<file path="config.mk">
export PLATFORM = sky130hd
export DESIGN_NAME = mastermind_score_seq
export DESIGN_NICKNAME = d
export VERILOG_FILES = /design/src/rtl/mastermind_pkg.sv /design/src/rtl/mastermind_peg_mux.sv /design/src/rtl/mastermind_score_seq.sv
export SDC_FILE = /design/constraint.sdc
export NUM_CORES = 1
export LEC_CHECK = 0
export ABC_CLOCK_PERIOD_IN_PS = 3250
export BUFFER_PORTS_ARGS = -buffer_cell sky130_fd_sc_hd__buf_2
export CAP_MARGIN = 20
export CORE_MARGIN = 4
export CORE_UTILIZATION = 57
export DETAILED_ROUTE_END_ITERATION = 10
export GPL_TIMING_DRIVEN = 0
export PLACE_DENSITY = 0.8
export SYNTH_ARGS = -nofsm -noshare
export SYNTH_HDL_FRONTEND = slang
export SYNTH_SLANG_ARGS = --single-unit
</file>
<file path="constraint.sdc">
create_clock -name clk -period 3.25 [get_ports clk]
set_input_delay 0.4875 -clock clk [delete_from_list [all_inputs] [get_ports clk]]
set_output_delay 0.4875 -clock clk [all_outputs]
set_load 0.005 [all_outputs]
</file>
<file path="src/rtl/mastermind_pkg.sv">
// Shared parameters, state encoding and feedback packing for the
// Mastermind scoring controller.
package mastermind_pkg;

    localparam int PEGS  = 4;
    localparam int CW    = 3;
    localparam int ROWS  = 6;
    localparam int RW    = 3;
    localparam int CNT_W = 3;
    localparam int FB_W  = 6;
    localparam int IW    = $clog2(PEGS);

    localparam logic [CW-1:0] COLOR_EMPTY = 3'd0;

    typedef enum logic [2:0] {
        S_IDLE,
        S_LOAD,
        S_EXACT,
        S_PARTIAL,
        S_WRITE,
        S_DONE
    } state_t;

    function automatic logic [FB_W-1:0] pack_fb(
        input logic [CNT_W-1:0] ex,
        input logic [CNT_W-1:0] pa
    );
        return {ex, pa};
    endfunction

endpackage

</file>
<file path="src/rtl/mastermind_peg_mux.sv">
// Combinational selector returning one colour peg from a packed row bus.
import mastermind_pkg::*;

module mastermind_peg_mux (
    input  logic [PEGS*CW-1:0] bus,
    input  logic [IW-1:0]      sel,
    output logic [CW-1:0]      peg
);

    always_comb begin
        peg = COLOR_EMPTY;
        for (int k = 0; k < PEGS; k++) begin
            if (sel == IW'(k)) begin
                peg = bus[k*CW +: CW];
            end
        end
    end

endmodule

</file>
<file path="src/rtl/mastermind_score_seq.sv">
// Sequential exact/partial scorer: one peg comparison per cycle, then a
// handshaked write of the packed feedback into the row store.
import mastermind_pkg::*;

module mastermind_score_seq (
    input  logic               clk,
    input  logic               rst_n,
    input  logic               start,
    input  logic [PEGS*CW-1:0] guess,
    input  logic [PEGS*CW-1:0] answer,
    input  logic [RW-1:0]      row,
    output logic               busy,
    output logic               done,
    output logic               bad_row,
    output logic [CNT_W-1:0]   exact,
    output logic [CNT_W-1:0]   partial,
    output logic               win,
    output logic               fb_we,
    output logic [RW-1:0]      fb_addr,
    output logic [FB_W-1:0]    fb_data,
    input  logic               fb_ready
);

    localparam logic [IW-1:0] LAST = IW'(PEGS - 1);

    state_t               state;
    logic [PEGS*CW-1:0]   g_reg;
    logic [PEGS*CW-1:0]   a_reg;
    logic [RW-1:0]        row_reg;
    logic [IW-1:0]        pi;
    logic [IW-1:0]        pj;
    logic [PEGS-1:0]      g_used;
    logic [PEGS-1:0]      a_used;

    logic [IW-1:0]        i_sel;
    logic [CW-1:0]        g_peg;
    logic [CW-1:0]        a_peg;
    logic                 same;
    logic                 exact_hit;
    logic                 partial_hit;
    logic [CNT_W-1:0]     partial_nxt;

    // The exact phase compares slot k against slot k, so both sides follow pj.
    assign i_sel = (state == S_PARTIAL) ? pi : pj;

    mastermind_peg_mux u_mux_i (
        .bus (g_reg),
        .sel (i_sel),
        .peg (g_peg)
    );

    mastermind_peg_mux u_mux_j (
        .bus (a_reg),
        .sel (pj),
        .peg (a_peg)
    );

    assign same        = (g_peg == a_peg) && (g_peg != COLOR_EMPTY);
    assign exact_hit   = same;
    assign partial_hit = same && !g_used[pi] && !a_used[pj];
    assign partial_nxt = partial + CNT_W'(partial_hit);

    always_ff @(posedge clk or negedge rst_n) begin
        if (!rst_n) begin
            state   <= S_IDLE;
            g_reg   <= '0;
            a_reg   <= '0;
            row_reg <= '0;
            pi      <= '0;
            pj      <= '0;
            g_used  <= '0;
            a_used  <= '0;
            busy    <= 1'b0;
            done    <= 1'b0;
            bad_row <= 1'b0;
            exact   <= '0;
            partial <= '0;
            win     <= 1'b0;
            fb_we   <= 1'b0;
            fb_addr <= '0;
            fb_data <= '0;
        end else begin
            done    <= 1'b0;
            bad_row <= 1'b0;
            unique case (state)
                S_IDLE: begin
                    if (start) begin
                        if (row < RW'(ROWS)) begin
                            g_reg   <= guess;
                            a_reg   <= answer;
                            row_reg <= row;
                            exact   <= '0;
                            partial <= '0;
                            win     <= 1'b0;
                            busy    <= 1'b1;
                            state   <= S_LOAD;
                        end else begin
                            bad_row <= 1'b1;
                        end
                    end
                end
                S_LOAD: begin
                    g_used  <= '0;
                    a_used  <= '0;
                    pi      <= '0;
                    pj      <= '0;
                    exact   <= '0;
                    partial <= '0;
                    state   <= S_EXACT;
                end
                S_EXACT: begin
                    if (exact_hit) begin
                        exact      <= exact + 1'b1;
                        g_used[pj] <= 1'b1;
                        a_used[pj] <= 1'b1;
                    end
                    if (pj == LAST) begin
                        pj    <= '0;
                        pi    <= '0;
                        state <= S_PARTIAL;
                    end else begin
                        pj <= pj + 1'b1;
                    end
                end
                S_PARTIAL: begin
                    partial <= partial_nxt;
                    if (partial_hit) begin
                        g_used[pi] <= 1'b1;
                        a_used[pj] <= 1'b1;
                    end
                    if (pj == LAST) begin
                        pj <= '0;
                        if (pi == LAST) begin
                            pi      <= '0;
                            fb_we   <= 1'b1;
                            fb_addr <= row_reg;
                            fb_data <= pack_fb(exact, partial_nxt);
                            state   <= S_WRITE;
                        end else begin
                            pi <= pi + 1'b1;
                        end
                    end else begin
                        pj <= pj + 1'b1;
                    end
                end
                S_WRITE: begin
                    if (fb_ready) begin
                        fb_we <= 1'b0;
                        done  <= 1'b1;
                        win   <= (exact == CNT_W'(PEGS));
                        state <= S_DONE;
                    end
                end
                S_DONE: begin
                    busy  <= 1'b0;
                    state <= S_IDLE;
                end
                default: begin
                    state <= S_IDLE;
                end
            endcase
        end
    end

endmodule

</file>
Yosys cells after proc, flatten, opt, wreduce, memory -nomap -nowiden
Index checks and enable logic that the tools add are counted.
{ "classes": {"n_addsub": 4, "magnitude_cmp": 5, "eq_ne": 22, "n_mux": 57, "bitwise": 3, "reduce_logical": 29} }
{ "ops": {"columns": ["cell", "count"], "rows": [
  ["3-bit 2-to-1 mux", 17],
  ["4-bit case mux with 3 select lines", 2],
  ["3-bit case mux with 3 select lines", 2],
  ["3-bit AND reduction", 6],
  ["1-bit 2-to-1 mux", 17],
  ["4-bit 2-to-1 mux", 4],
  ["3-bit case mux with 5 select lines", 1],
  ["2-bit inequality test (second input constant)", 6],
  ["4-bit OR", 3],
  ["4-bit AND reduction", 3],
  ["3-bit nonzero test", 4],
  ["2-bit == test (second input constant)", 5],
  ["2-bit 2-to-1 mux", 5],
  ["3-bit == test (second input constant)", 3],
  ["2-bit nonzero test", 4],
  ["3-bit by 2-bit == test with 1-bit output (second input constant)", 2],
  ["2-bit by 3-bit less-than comparator with 1-bit output (second input constant)", 2],
  ["1-bit case mux with 2 select lines", 3],
  ["2-bit case mux with 3 select lines", 1],
  ["6-bit AND reduction", 1],
  ["1-bit logical AND", 5],
  ["2-bit by 1-bit adder with 2-bit output (second input constant)", 2],
  ["1-bit binary-select mux with 2-bit select", 2],
  ["1-bit demux with 2-bit select", 2],
  ["other kinds (13)", 18]
]} }
{ "totals": {"register_bits": 62, "in_bits": 31, "elab_cells": 137} }

Longest topological paths before layout
Gate-level depths: netlist of run 1.
{ "depth": {"depth_word": 13, "ltp_mapped": 14, "ltp_nobuf": 14} }

Hierarchy
Synthesis of run 1 repeated with hierarchy kept, for this count alone.
{ "unflattened": {"hier_cells": 229, "hier_area_um2": 2961.6} }
{ "by_module_without_submodules": {"columns": ["mod", "instances", "cells_each", "area_each_um2", "seq_area_each_um2"], "rows": [
  ["mastermind_score_seq", 1, 223, 2803.9, 1551.5],
  ["mastermind_peg_mux", 2, 3, 78.8, 0.0]
]} }

Worst setup path before layout of run 1
Ideal clock, no wire load.
{ "synth_path": {"path_kind": "flip-flop to flip-flop", "from": "register pj[1]", "to": "register fb_data[1]", "setup_ns": 0.125, "arrival_ns": 2.722, "required_ns": 3.125, "path_slack_ns": 0.404, "stages_incl_launch_ff": 13, "path_buffers": 0, "synth_period_minus_slack_ns": 2.846, "path_cell_list": "dfrtp_1 > inv_1 > ha_1 > a21oi_1 > o21ai_0 > a22oi_1 > xor2_1 > o32ai_4 > nand2_4 > nor3_1 > ha_1 > ha_1 > mux2_2"} }
{ "synth_via": {"elab_chain_cells": 11} }
{ "synth_rtl": {"columns": ["item", "line", "rtl"], "rows": [
  ["start: declaration", "mastermind_score_seq.sv:31", "logic [IW-1:0] pj;"],
  ["start signal: assignment", "mastermind_score_seq.sv:122", "pj <= pj + 1'b1;"],
  ["start signal: assignment", "mastermind_score_seq.sv:143", "pj <= pj + 1'b1;"],
  ["2-bit 2-to-1 mux", "mastermind_score_seq.sv:44", "assign i_sel = (state == S_PARTIAL) ? pi : pj;"],
  ["2-bit logical NOT", "mastermind_peg_mux.sv:13", "if (sel == IW'(k)) begin"],
  ["3-bit 2-to-1 mux (4 in series)", "mastermind_peg_mux.sv:13", null],
  ["3-bit == test or 3-bit nonzero test (tied branches)", "mastermind_score_seq.sv:58", "assign same = (g_peg == a_peg) && (g_peg != COLOR_EMPTY);"],
  ["1-bit logical AND", "mastermind_score_seq.sv:58", null],
  ["1-bit logical AND", "mastermind_score_seq.sv:60", "assign partial_hit = same && !g_used[pi] && !a_used[pj];"],
  ["1-bit logical AND *", "mastermind_score_seq.sv:60", null],
  ["3-bit by 1-bit adder with 3-bit output *", "mastermind_score_seq.sv:61", "assign partial_nxt = partial + CNT_W'(partial_hit);"],
  ["net partial_nxt[1]", "mastermind_score_seq.sv:41", "logic [CNT_W-1:0] partial_nxt;"],
  ["end signal: assignment", "mastermind_score_seq.sv:137", "fb_data <= pack_fb(exact, partial_nxt);"],
  ["end: declaration", "mastermind_score_seq.sv:20", "output logic [FB_W-1:0] fb_data,"]
]} }
The timed path passes the listed nets; every way through them passes the cells marked *. The select of a mux whose other input is x is not followed.
A chain may end at the register's enable or synchronous reset.

Worst setup path after layout of run 1
{ "layout_path": {"from": "register pj[0]", "to": "register fb_data[1]"} }
Same word-level chain as after synthesis.

==> results of run 1 <==
## how the worst max path moves through the flow
| stage | slack [ps] | endpoint | from |
|---|---|---|---|
| 4_1_cts | 110 | partial[2] | pj[1] |
| 6_report | 290 | fb_data[1] | pj[0] |
| 3_5_place_dp | -100 | partial[2] | pj[1] |
| 5_1_grt | 60 | partial[2] | pj[1] |
| 3_3_place_gp | -60 | fb_data[1] | pj[0] |
| 2_1_floorplan | 400 | fb_data[1] | pj[1] |
## critical path: cells and delay by family (launching register included)
kind	cells	cell delay [ps]
AOI/OAI and AO/OA	2	580
buffers and inverters	1	100
xor gates and xnor gates	1	170
muxes	1	270
and+or+nand+nor	4	540
adders and majority gates	3	730
DFF	1	470
## stage by stage
stage / utilization [%] / TNS [ps] / cells / hold WS, ps / total power, mW
5_1_grt: 69.3 / 0 / 421 / 171 / 4.05
2_1_floorplan: - / 0 / 282 / 192 / 2.68
3_5_place_dp: 65.9 / -263 / 405 / 482 / 3.13
6_report: 69.3 / 0 / 421 / 132 / 3.79
4_1_cts: 69.2 / 0 / 421 / 144 / 3.78
3_3_place_gp: 65.5 / -88.0 / 404 / 455 / 3.04
## timing repair
| item | 4_1_cts | 5_1_grt |
|---|---|---|
| hold endpoints to repair | 0 | 0 |
| buffers inserted | 1 | 0 |
| resized for setup | 0 | 5 |
| endpoints found under the setup margin | 4 | 4 |
| pin swaps | 1 | 0 |
## per-layer routing
layer  track usage (%)  vias up
li1                  -     1147
met1              27.9     1183
met2              34.1       55
met3              4.44       11
met4              8.04        0
met5                 0        -
## cell usage after synthesis, types with 4 or more instances
| cell type | count |
|---|---|
| sky130_fd_sc_hd__inv_1 | 10 |
| sky130_fd_sc_hd__mux2i_1 | 10 |
| sky130_fd_sc_hd__nor2_1 | 19 |
| sky130_fd_sc_hd__a22o_1 | 4 |
| sky130_fd_sc_hd__nor3_1 | 4 |
| sky130_fd_sc_hd__mux2_2 | 36 |
| sky130_fd_sc_hd__nor3b_1 | 5 |
| sky130_fd_sc_hd__o21ai_0 | 15 |
| sky130_fd_sc_hd__a21oi_1 | 10 |
| sky130_fd_sc_hd__nand3_1 | 6 |
| sky130_fd_sc_hd__o41ai_2 | 4 |
| sky130_fd_sc_hd__a31oi_1 | 6 |
| sky130_fd_sc_hd__clkbuf_1 | 6 |
| sky130_fd_sc_hd__ha_1 | 12 |
| sky130_fd_sc_hd__nand2_1 | 24 |
| sky130_fd_sc_hd__dfrtp_1 | 62 |
## cells in the final DEF (no fill, tap or decap), types with 2 or more instances in the layout
| cell | n |
|---|---|
| sky130_fd_sc_hd__dfrtp_2 | 2 |
| sky130_fd_sc_hd__inv_1 | 10 |
| sky130_fd_sc_hd__buf_6 | 2 |
| sky130_fd_sc_hd__ha_1 | 12 |
| sky130_fd_sc_hd__dfrtp_1 | 60 |
| sky130_fd_sc_hd__clkbuf_8 | 13 |
| sky130_fd_sc_hd__mux2i_4 | 2 |
| sky130_fd_sc_hd__a31oi_1 | 6 |
| sky130_fd_sc_hd__o21ai_0 | 15 |
| sky130_fd_sc_hd__xnor2_1 | 2 |
| sky130_fd_sc_hd__o211ai_1 | 2 |
| sky130_fd_sc_hd__a21oi_1 | 10 |
| sky130_fd_sc_hd__mux2i_1 | 10 |
| sky130_fd_sc_hd__and2b_2 | 3 |
| sky130_fd_sc_hd__nand2_1 | 24 |
| sky130_fd_sc_hd__xor2_1 | 2 |
| sky130_fd_sc_hd__nand4_1 | 3 |
| sky130_fd_sc_hd__buf_2 | 50 |
| sky130_fd_sc_hd__mux2_2 | 36 |
| sky130_fd_sc_hd__mux4_2 | 2 |
| sky130_fd_sc_hd__nor3_1 | 4 |
| sky130_fd_sc_hd__nand3_1 | 6 |
| sky130_fd_sc_hd__o32ai_1 | 2 |
| sky130_fd_sc_hd__clkbuf_1 | 5 |
| sky130_fd_sc_hd__o41ai_2 | 4 |
| sky130_fd_sc_hd__and2_1 | 2 |
| sky130_fd_sc_hd__a22o_1 | 4 |
| sky130_fd_sc_hd__clkinv_2 | 3 |
| sky130_fd_sc_hd__nor2_1 | 19 |
| sky130_fd_sc_hd__o31ai_1 | 2 |
| sky130_fd_sc_hd__nor2b_1 | 2 |
| sky130_fd_sc_hd__nor3b_1 | 5 |
| sky130_fd_sc_hd__and2_2 | 2 |
## final cells by class
type,count,area [µm²],share of cell area (%)
timing repair buffer,52,278,7.23
buffer,10,73.8,1.92
multi-input combinational,200,1630,42.5
sequential,62,1550,40.5
clock buffer,11,151,3.94
clock inverter,4,22.5,0.587
inverter,10,37.5,0.978
tap,72,90.1,2.35
## where the power goes
part	switching (mW)	total (mW)	internal (mW)
Clock	0.293	0.603	0.310
Combinational	1.01	1.87	0.865
Sequential	0.244	1.32	1.07
## cells by family after synthesis
group | Yosys count
DFF | 62
adders and majority gates | 12
and+or+nand+nor | 80
xor gates and xnor gates | 4
AOI/OAI and AO/OA | 54
buffers and inverters | 20
muxes | 50
==> parameters.txt, run 1 <==
Parameter                              Value

Status
  Result of the run    completed

Route
  Router iterations before antenna repair    5
  Vias post-DR    about 2400
  Uppermost metal layer occupied by signal nets    met4
  Met1 Routed Length    3080 µm
  Drt via density    ~5.7
  Length of routed met3 wiring    between 200 and 300 µm
  Remaining number of nets flagged by the antenna check after routing    0
  Iteration-0 DRC Markers    approximately 180
  Routed Wire Length    roughly 6900 µm
  Met2 wire length    about 3400 µm
  Average wire per cell in the routed design    approximately 16 µm
  Drc violations    0

STA
  Hold Fails Final Rpt    0
  Period minus WS final    2960 ps
  Number of pins with negative max-slew slack in the final report    0
  Final Worst Setup Slack    a little under 300 ps
  Setup repair after global routing missed its margin    false
  Highest clock frequency the design can meet    338 MHz
  Final setup violation count    0
  Max transition margin    ~58%
  Transition time at the pin with the least slew margin    between 600 and 700 ps
  Fraction of the cycle the final worst path needs    91.1%
  Final setup skew    about 5.2 ps

Layout
  Number of nets in the layout    approximately 390
  Design Area, Final    approximately 0.0038 mm²
  Fillers    roughly 430
  Layout cells sized above 1    a little under two fifths
  Antenna diode count    0
  Synth-to-Final Area Change    16.7%

Synth
  Post-synthesis adder-cell area fraction    ~4.6%
  Synth Cell Area    ~0.0033 mm²
  Async set-reset flop share out of synthesis    100%
  Fraction of synthesized cell area in xor and xnor cells    under 10%
  Register area share after synthesis    between 40% and 50%
  Commonest register cell after synthesis    sky130_fd_sc_hd__dfrtp_1
  Dominant combinational cell family by area after synthesis    multiplexers
  Net count after synthesis    roughly 330
  Share of cell area taken by muxes after synthesis    18.1%
  Post-synthesis share of cell area spent on and, or, nand and nor gates    12.9%
  Total number of yosys warnings    0
  Number of cells produced by synthesis    282
  Synth Register Bits    62
  Complex-gate fraction of the synthesized area    12.9%
  Library cell with the largest summed area after synthesis    sky130_fd_sc_hd__dfrtp_1
  Share of Yosys cell area claimed by the top area cell type    47.2%
  Post-Synthesis Mean Instance Area    between 10 and 15 µm²
  Number of library cell types mapped by synthesis    between 40 and 50
  EDFF count, synth    0
  Leading post-synthesis cells by cell area    sky130_fd_sc_hd__dfrtp_1, sky130_fd_sc_hd__mux2_2, sky130_fd_sc_hd__ha_1

Worst setup path
  Critical R2R Launch    pj[0]
  Required time at the worst-slack endpoint    about 3500 ps
  Worst reg2reg path depth    12
  WP data arrival    3190 ps
  Endpoint class of the critical path    flop
  Critical Path, Cell by Cell    inv_1, ha_1, nor2_1, o211a_1, nor2_1, xnor2_1, o32ai_4, nand2_4, nor3_1, ha_1, ha_1, mux2_2
  Max stage delay cell, worst path    sky130_fd_sc_hd__dfrtp_2
  Maximum fanout along the worst path    8
  End of the worst register-to-register path    fb_data[1]
  Most frequent cell on the critical path    sky130_fd_sc_hd__ha_1
  Worst setup SP type    flop
  Reg2reg setup slack    between 200 and 300 ps
  Start-to-end type of the worst setup path    reg2reg
  Largest stage delay on the critical path    roughly 470 ps

Global route
  Overall global routing resource usage    between 20% and 30%
  Via count of the first global-routing pass    2468
  First-pass GRT wire length    approximately 12000 µm
  Number of antenna violations at the first check in global routing    0
  Remaining global-route overflow    0
  Largest net degree at the start of global routing    40

Clock network
  TritonCTS Buffers    9
  Maximum level of the CTS H-tree    3
  Clock root cell    sky130_fd_sc_hd__clkbuf_8
  Source-to-sink clock delay at the later pin of the worst-skew pair    between 300 and 400 ps
  Buffer depth of the longest clock path    2
  Number of hold buffers added after CTS    0
  TritonCTS clock tree    built
  Clock transition at the register clock pins on the worst setup and hold paths after CTS    70 ps
  Total number of clock tree sinks    between 60 and 70

Floorplanning
  Starting density of the core    between 50% and 60%
  Chip Width    84.0 µm
  Rows    27
  Floorplan die height    ~84 µm
  Ports    slightly above 50
  Core area    approximately 0.0055 mm²
  Full die area    between 0.007 and 0.008 mm²

Placed design
  Number of buffers added on ports    50
  Placement Setup Slack    -99.4 ps
  Placed Instance Area    between 0.003 and 0.004 mm²
  Post-detailed-placement half-perimeter wirelength    5080 µm
  Last weighted congestion value of the routability-driven placer    just under 0.8

Pwr
  Standby leakage power    roughly 1.9 nW
  Worst vdd ir    about 0.63 mV
  Power density relative to cell area    approximately 990 mW/mm²

Job
  Max cap viols    0

Hold path
  Worst hold path type    in2async
Power figures use the tool's default switching activity.
==> inputs of run 2 (changes only) <==
--- a/config.mk
+++ b/config.mk
@@ -11,7 +11,6 @@
 export CORE_MARGIN = 4
 export CORE_UTILIZATION = 57
 export DETAILED_ROUTE_END_ITERATION = 10
-export GPL_TIMING_DRIVEN = 0
 export PLACE_DENSITY = 0.8
 export SYNTH_ARGS = -nofsm -noshare
 export SYNTH_HDL_FRONTEND = slang
==> run 2 against run 1 <==
  * Maximum frequency grew 2.9%
  * Sequential share of layout area shrank 0.14 points
  * Wire length grew 0.78%
  * Clock power grew 31%
  * Critical path type unchanged
  * Largest cell class unchanged
  * Largest power group unchanged
==> parameters.txt, run 2 (same netlist as run 1, synthesis figures left out) <==
Parameter                              Value

STA
  Transition time at the pin with the least slew margin    747 ps (+124 ps)
  Period minus WS final    2880 ps (-84.4 ps)
  Final setup skew    13.2 ps (+8.02 ps)
  Setup repair after global routing missed its margin    false
  Max transition margin    49.7% (-8.3 points)
  Hold WS    180 ps (+48.3 ps)
  Final setup violation count    0 (unchanged)
  Fraction of the cycle the final worst path needs    88.5% (-2.6 points)
  Post-Route Setup TNS    0 ps (unchanged)
  Highest clock frequency the design can meet    348 MHz (+2.9%)
  Number of pins with negative max-slew slack in the final report    0 (unchanged)
  Hold Fails Final Rpt    0 (unchanged)

Pwr
  Switching power share of the total    40.2% (-0.48 points)
  Clock network power share    19.9% (+4.0 points)
  Sequential share of power    33.0% (-1.8 points)
  Worst vdd ir    0.594 mV (-6.4%)
  Power density relative to cell area    1030 mW/mm² (+4.5%)
  Net switching component of the power    1.60 mW (+3.6%)
  Portion of total power attributed to combinational logic    47.1% (-2.3 points)
  Standby leakage power    1.89 nW (+0.67%)
  Cell Int Power    2.38 mW (+5.7%)

Clock network
  Buffer depth of the longest clock path    2 (unchanged)
  TritonCTS clock tree    built
  Source-to-sink clock delay at the later pin of the worst-skew pair    350 ps (about the same)
  Post-CTS Setup Inserts    0 (-1)
  Clock transition at the register clock pins on the worst setup and hold paths after CTS    80 ps (about the same)
  TritonCTS Buffers    9 (unchanged)
  Total number of clock tree sinks    62 (unchanged)
  Maximum level of the CTS H-tree    3 (unchanged)
  Clock root cell    sky130_fd_sc_hd__clkbuf_8

Worst setup path
  Maximum fanout along the worst path    8 (unchanged)
  WP data arrival    3110 ps (-80 ps)
  Required time at the worst-slack endpoint    3490 ps (about the same)
  First element of the critical path    pj[1]
  Endpoint class of the critical path    flop
  Critical R2R Launch    pj[1]
  Start-to-end type of the worst setup path    reg2reg
  Worst setup SP type    flop

Placed design
  Number of buffers added on ports    50 (unchanged)
  Last weighted congestion value of the routability-driven placer    0.848 (+6.7%)
  Post-detailed-placement half-perimeter wirelength    4990 µm (-1.7%)

Floorplanning
  Floorplan die height    84.0 µm (unchanged)
  Ports    51 (unchanged)
  Full die area    0.00705 mm² (unchanged)
  Starting density of the core    59.4% (unchanged)
  Rows    27 (unchanged)
  Core area    0.00554 mm² (unchanged)
  Chip Width    84.0 µm (unchanged)

Layout
  Antenna diode count    0 (unchanged)
  Synth-to-Final Area Change    17.2%
  Most used cells in the layout excluding fill and tap cells    sky130_fd_sc_hd__dfrtp_1, sky130_fd_sc_hd__buf_2, sky130_fd_sc_hd__mux2_2, sky130_fd_sc_hd__nand2_1, sky130_fd_sc_hd__nor2_1
  Commonest non-fill, non-tap cell in the layout    sky130_fd_sc_hd__dfrtp_1
  Layout cells sized above 1    38.6% (+0.79 points)
  Number of nets in the layout    385 (-0.77%)

Status
  Result of the run    completed

Route
  Routed Wire Length    6970 µm (+0.78%)
  Remaining number of nets flagged by the antenna check after routing    0 (unchanged)
  Length of routed met3 wiring    366 µm (+29%)
  Router iterations before antenna repair    4 (-1)
  Iteration-0 DRC Markers    155 (-12%)
  Vias post-DR    2434 (+1.6%)
  Met1 Routed Length    3190 µm (+3.8%)
  Drt via density    5.81 (+2.1%)
  Drc violations    0 (unchanged)
  Uppermost metal layer occupied by signal nets    met4
  Met2 wire length    3280 µm (-4.7%)
  Average wire per cell in the routed design    16.6 µm (+1.3%)

Global route
  First-pass GRT wire length    12100 µm (+1.7%)
  Overall global routing resource usage    21.7% (+0.59 points)
  Via count of the first global-routing pass    2485 (+0.69%)
  Number of antenna violations at the first check in global routing    0 (unchanged)
  Remaining global-route overflow    0 (unchanged)
  Largest net degree at the start of global routing    33 (-18%)

Job
  Max cap viols    0 (unchanged)

Hold path
  Worst hold path type    in2async
[run 2: changes by cell type in the layout (fill, tap and decap cells not counted), sizes merged]
cell,previous run,this run
clkinv,3,0
clkbuf,19,9
buf,54,59
bufinv,0,2
inv,10,14
[run 2: repair_timing]
action,4_1_cts,5_1_grt
hold buffers,0,0
gates resized for setup,0,2
setup endpoints to repair,0,1
[run 2: power by group through the flow]
stage / clock [mW] / sequential, mW / combinational [mW]
after CTS: 0.796 / 1.31 / 1.87
after global placement: 0 / 1.30 / 1.80
after global routing: 0.841 / 1.35 / 2.05
after floorplan: 0 / 1.27 / 1.42
final: 0.792 / 1.31 / 1.87
after detailed placement: 0 / 1.32 / 1.86
[run 2: worst max-delay path, cell delays in order, from the launching register on]
cell                      delay (ps)
sky130_fd_sc_hd__dfrtp_2         470
sky130_fd_sc_hd__inv_1            90
sky130_fd_sc_hd__ha_1            270
sky130_fd_sc_hd__a21oi_1         160
sky130_fd_sc_hd__o21ai_0         100
sky130_fd_sc_hd__a22oi_1         270
sky130_fd_sc_hd__xor2_1          150
sky130_fd_sc_hd__o32ai_4         320
sky130_fd_sc_hd__nand2_4         120
sky130_fd_sc_hd__nor3_1          160
sky130_fd_sc_hd__ha_1            170
sky130_fd_sc_hd__ha_1            200
sky130_fd_sc_hd__nor2b_1          60
sky130_fd_sc_hd__o21ai_0         130
sky130_fd_sc_hd__o21ai_0         100
[run 2: path summary, 6_finish.rpt]
kind                            slack [ps]         end  depth (start not counted)
worst max-delay path                   370  partial[2]                         14
worst min-delay path                   180       pi[1]                          1
worst max register to register         370  partial[2]                         14
worst min register to register         500   g_used[2]                          2
max in group asynchronous             2210    state[0]                          2
min in group clk                       360    g_reg[4]                          2
[run 2: stage by stage]
stage	setup WS, ps	utilization (%)	cells	total power, mW	area (µm²)
final	373	69.6	419	3.98	3850
after global routing	107	69.6	419	4.24	3850
after CTS	273	69.5	419	3.97	3850
after detailed placement	281	65.4	403	3.18	3620
after global placement	365	65.4	403	3.10	3620
after floorplan	404	-	282	2.68	3290
[run 2: area by class of cell]
| cell class | instances | area, µm² |
|---|---|---|
| inverters | 10 | 37.5 |
| clock buffers | 9 | 124 |
| flip-flops and latches | 62 | 1550 |
| multi-input cells | 200 | 1630 |
| repair buffers | 59 | 318 |
| well taps | 72 | 90.1 |
| fillers | 429 | 1690 |
| clock inverters | 7 | 103 |
[run 2: layer usage]
layer / track usage (%) / vias up
met1: 29.1 / 1216
met4: 9.06 / 0
met5: 0 / -
met2: 33.2 / 67
li1: - / 1137
met3: 5.92 / 14
